`src/rtl/slice_byte_serializer.sv`:
```
// slice_byte_serializer: streams the bytes of a wide word one per cycle, byte 0 first, optionally skipping zero bytes.
module slice_byte_serializer #(
    parameter int NBYTES    = 8,
    parameter int W         = 8,
    parameter bit DROP_ZERO = 1'b0
) (
    input  logic                clk,
    input  logic                rst,
    input  logic                in_valid,
    output logic                in_ready,
    input  logic [NBYTES*W-1:0] in_data,
    output logic                out_valid,
    input  logic                out_ready,
    output logic [W-1:0]        out_data,
    output logic                out_last,
    output logic [15:0]         word_cnt
);
    typedef enum logic {IDLE, SHIFT} state_t;
    state_t state;
    logic [NBYTES-1:0] mask, keep, clr;
    logic [NBYTES*W-1:0] data;
    logic [W-1:0] sel;
    logic one_left, in_hs, out_hs;
    // lowest-index kept byte wins; clr marks it for removal on handshake
    always_comb begin
        sel = '0;
        clr = '0;
        for (int i = NBYTES - 1; i >= 0; i--)
            if (mask[i]) begin
                sel = data[(NBYTES-i)*W-1 -: W];
                clr = '0;
                clr[i] = 1'b1;
            end
    end
    always_comb begin
        keep = '0;
        for (int i = 0; i < NBYTES; i++)
            keep[i] = !DROP_ZERO || (|in_data[(NBYTES-i)*W-1 -: W]);
    end
    assign one_left  = (mask != '0) && ((mask & (mask - NBYTES'(1))) == '0);
    assign out_valid = state == SHIFT;
    assign out_last  = out_valid && one_left;
    assign out_data  = out_valid ? sel : '0;
    assign in_ready  = !rst && (state == IDLE || (out_last && out_ready));
    assign in_hs     = in_valid && in_ready;
    assign out_hs    = out_valid && out_ready;
    always_ff @(posedge clk) begin
        if (rst) begin
            state    <= IDLE;
            mask     <= '0;
            data     <= '0;
            word_cnt <= '0;
        end else begin
            if (in_hs) begin
                data  <= in_data;
                mask  <= keep;
                state <= keep != '0 ? SHIFT : IDLE;
            end else if (out_hs) begin
                mask  <= mask & ~clr;
                state <= out_last ? IDLE : SHIFT;
            end
            word_cnt <= word_cnt + 16'(out_hs && out_last) + 16'(in_hs && keep == '0);
        end
    end
endmodule

```
`config.mk`:
```
export PLATFORM = sky130hd
export DESIGN_NAME = slice_byte_serializer
export DESIGN_NICKNAME = d
export VERILOG_FILES = /design/src/rtl/slice_byte_serializer.sv
export SDC_FILE = /design/constraint.sdc
export NUM_CORES = 1
export LEC_CHECK = 0
export CAP_MARGIN = 5
export CORE_ASPECT_RATIO = 1.25
export CORE_MARGIN = 2
export CORE_UTILIZATION = 32
export CTS_CLUSTER_SIZE = 12
export DETAILED_ROUTE_END_ITERATION = 16
export PLACE_DENSITY = 0.63
export SLEW_MARGIN = 30
export SYNTH_ARGS = -nofsm -noshare
export SYNTH_HDL_FRONTEND = slang
export SYNTH_SLANG_ARGS = --single-unit
```
`constraint.sdc`:
```
create_clock -name clk -period 2.5 [get_ports clk]
set_input_delay 0.5 -clock clk [delete_from_list [all_inputs] [get_ports clk]]
set_output_delay 0.5 -clock clk [all_outputs]
set_load 0.02 [all_outputs]
```
==> impl_metrics.csv <==
group,metric,value,unit
yosys,yosysUniqueCellTypes,45,
sta,slew_headroom,59.7,%
routing,num_vias,3405,
grt,grt_usage,14.9,%
sta,max_freq,0.399,GHz
clocking,clk_pin_slew_worst_paths,70,ps
worst_setup_path,critPathLaunch,"mask[1]",
routing,detail-route-antenna-nets,0,
floorplan,core-area,13700,µm²
grt,globalRouteOverflowTotal,0,
power,intPower,2.94,mW
clocking,clockRootBuffer,"clkbuf_16",
clocking,clock_path_buffers,2,
worst_setup_path,crit-reg2reg-launch,"mask[5]",
worst_setup_path,cp-endpoint,"in_ready",
layout,postLayoutCellArea,6230,µm²
sta,finalHoldViolCount,0,
worst_setup_path,crit_type,"reg2out",
layout,final_cells,715,
yosys,synth.net_count,490,
worst_setup_path,r2r-end,"word_cnt[10]",
yosys,synth_flop_cell,"dfxtp_1",
sta,fin_ws,-5.73,ps
routing,drc,0,
worst_setup_path,end_kind,"output pin",
layout,multi_input_area,2610,µm²
floorplan,die_area,14900,µm²
floorplan,start_util,32.6,%
yosys,synth.yosys.seq_area_share,40.0,%
worst_setup_path,rr_worst_depth,13,
worst_hold_path,min_delay_path_depth,2,
place,gp_congestion,0.775,
yosys,async_reset_ff_share,0,%
floorplan,io_pins,95,
layout,n_antenna_cell,0,
sta,drv_slew,0,
clocking,htreeDepth,3,
sta,rsz0062_at_grt,"true",
yosys,yosysTopAreaCell,"dfxtp_1",
sta,finClkSkew,8.60,ps
power,leakagePower,2.58,nW
yosys,synth_edf_count,0,
routing,wl,10900,µm
yosys,synth-seq-cells,89,
yosys,synth_area,4460,µm²
place,placedCellCount,695,
power,power_density,635,nW/µm²
place,numPortBuffers,94,
power,p_sw_share,25.6,%
power,p_sw,1.01,mW
yosys,synth_top_cells_by_area,"dfxtp_1, mux2_4, nor2b_1",
run,drv_cap,0,
power,comb_power_share,20.7,%
power,pwr-share-seq,39.9,%
grt,grt_first_pass_wirelength,17300,µm
sta,whs,512,ps
place,placed_cell_area,5700,µm²
routing,avgViaCountPerCell,4.76,
grt,antenna_found_initial,0,
clocking,cts_inserted_buffers,9,
yosys,yosys_warnings,0,
run_status,outcome,"finished, violations left",
power,clkPwrFrac,39.4,%
run_status,violations,"setup timing",
layout,drive_gt1_share,32.2,%
layout,fin_nets,605,
routing,drtIter0Drc,141,
worst_setup_path,startpoint_type,"flop",
clocking,clk_latency,340,ps
yosys,synth_most_common_cell,"dfxtp_1",
grt,grt_start_max_net_pins,59,
power,peakVddDrop,341,µV
yosys,netlist_instances,420,
worst_setup_path,r2r_setup_slack,90,ps
clocking,cts.sinks,89,
floorplan,die_height,136,µm
floorplan,rows,48,
layout,regArea,1790,µm²
grt,grt_pass1_vias,3441,
place,hpwl,7880,µm
sta,fin_crit,2510,ps
sta,worst_pin_slew,604,ps
worst_hold_path,min_path_type,"reg2reg",
worst_setup_path,cp_data_arrival_time,2010,ps
yosys,synth.top_cells.by_count,"dfxtp_1, mux2_4, nor2b_1, nor2_1, a21oi_1",
layout,fillers,1309,
floorplan,die_x,110,µm
worst_setup_path,critPathMaxFanout,4,
yosys,synth_top_area_share,40.0,%
sta,finalSetupViolCount,1,
sta,fin_crit_sh,100,%
routing,drt-pass1-iter-count,4,
clocking,cts_tree,"built",
layout,area_growth,39.6,%
routing,drt-wirelength-per-cell,15.3,µm
yosys,syn_area_per_cell,10.6,µm²
clocking,ctsHoldBuffers,0,
worst_setup_path,cp_data_required_time,2000,ps
worst min-delay path by stage:
stage / from / slack, ps / to
after floorplan: mask[5] / 510 / mask[5]
after global placement: word_cnt[6] / 490 / word_cnt[6]
after detailed placement: word_cnt[6] / 510 / word_cnt[6]
after CTS: word_cnt[6] / 520 / word_cnt[6]
after global routing: word_cnt[6] / 540 / word_cnt[6]
final: word_cnt[6] / 510 / word_cnt[6]
layout make-up:
type	instances	share of cell area, %
clock buffers	10	3.68
flip-flops and latches	89	28.8
repair buffers	132	19.3
well taps	175	3.52
clock inverters	6	1.85
inverters	13	0.844
multi-input cells	290	42.0
power groups by stage:
stage	sequential (mW)	clock, mW	combinational (mW)
2_1_floorplan	1.59	0	0.485
3_3_place_gp	1.60	0	0.761
3_5_place_dp	1.60	0	0.770
4_1_cts	1.57	1.59	0.812
5_1_grt	1.59	1.66	0.879
6_report	1.58	1.56	0.818
critical path, stage by stage, from the launching register on:
cell and delay, ps:
dfxtp_4 360, nor4_4 370, nand4_1 190, buf_4 180
o31ai_4 240, nor2_2 70, nor2_2 120, buf_6 130
routing by layer:
| layer | vias up | part of all wire [%] | global-route usage, % |
|---|---|---|---|
| met4 | 0 | 1.2 | 5.56 |
| met3 | 8 | 4.1 | 2.83 |
| met5 | - | 0 | 0 |
| met1 | 1615 | 45 | 19.1 |
| met2 | 78 | 50 | 24.7 |
| li1 | 1704 | - | - |
state kept, by name, indices dropped and copies added (netlist names):
| register | flops |
|---|---|
| mask | 8 |
| data | 64 |
| word_cnt | 16 |
| out_valid | 1 |
timing repair:
item                                    in CTS  in global routing
resized for setup                           67                 21
pin swaps                                    8                  7
buffers inserted                             4                  0
endpoints found under the setup margin      16                 17
per-stage QoR:
stage | utilization, % | total power [mW] | TNS [ps] | setup slack (ps)
3_5_place_dp | 41.6 | 2.37 | -1360 | -345
3_3_place_gp | 41.6 | 2.36 | -990 | -311
6_report | 45.5 | 3.95 | -5.73 | -5.73
2_1_floorplan | - | 2.07 | 0 | 21.7
4_1_cts | 45.1 | 3.97 | -65.7 | -64.1
5_1_grt | 45.5 | 4.13 | -169 | -111
placed cells by master (no fill, tap or decap), drive strengths merged, types with 3 or more instances in the layout:
cell type       n
o22ai           8
o21ai          11
a211oi         14
buf            49
nor2           29
nand2          14
o211ai          5
xnor2           5
o31ai           3
a21oi          20
bufinv          3
xor2            7
nand4           3
nor3           10
dfxtp          89
clkbuf         10
mux2           64
inv            12
nor2b          59
a221oi          9
clkdlybuf4s50  83
nand3           8
or3             3
cells by family (layout without fill, tap and decap cells):
group / after synthesis / in the layout / synth area share (%)
buffers and inverters: 41 / 161 / 6.14
xor gates and xnor gates: 12 / 12 / 2.36
adders and majority gates: 2 / 2 / 0.561
muxes: 64 / 64 / 21.4
AOI/OAI and AO/OA: 76 / 76 / 12.6
DFF: 89 / 89 / 40.0
and+or+nand+nor: 136 / 136 / 17.0
(Power assumes the default switching activity.)
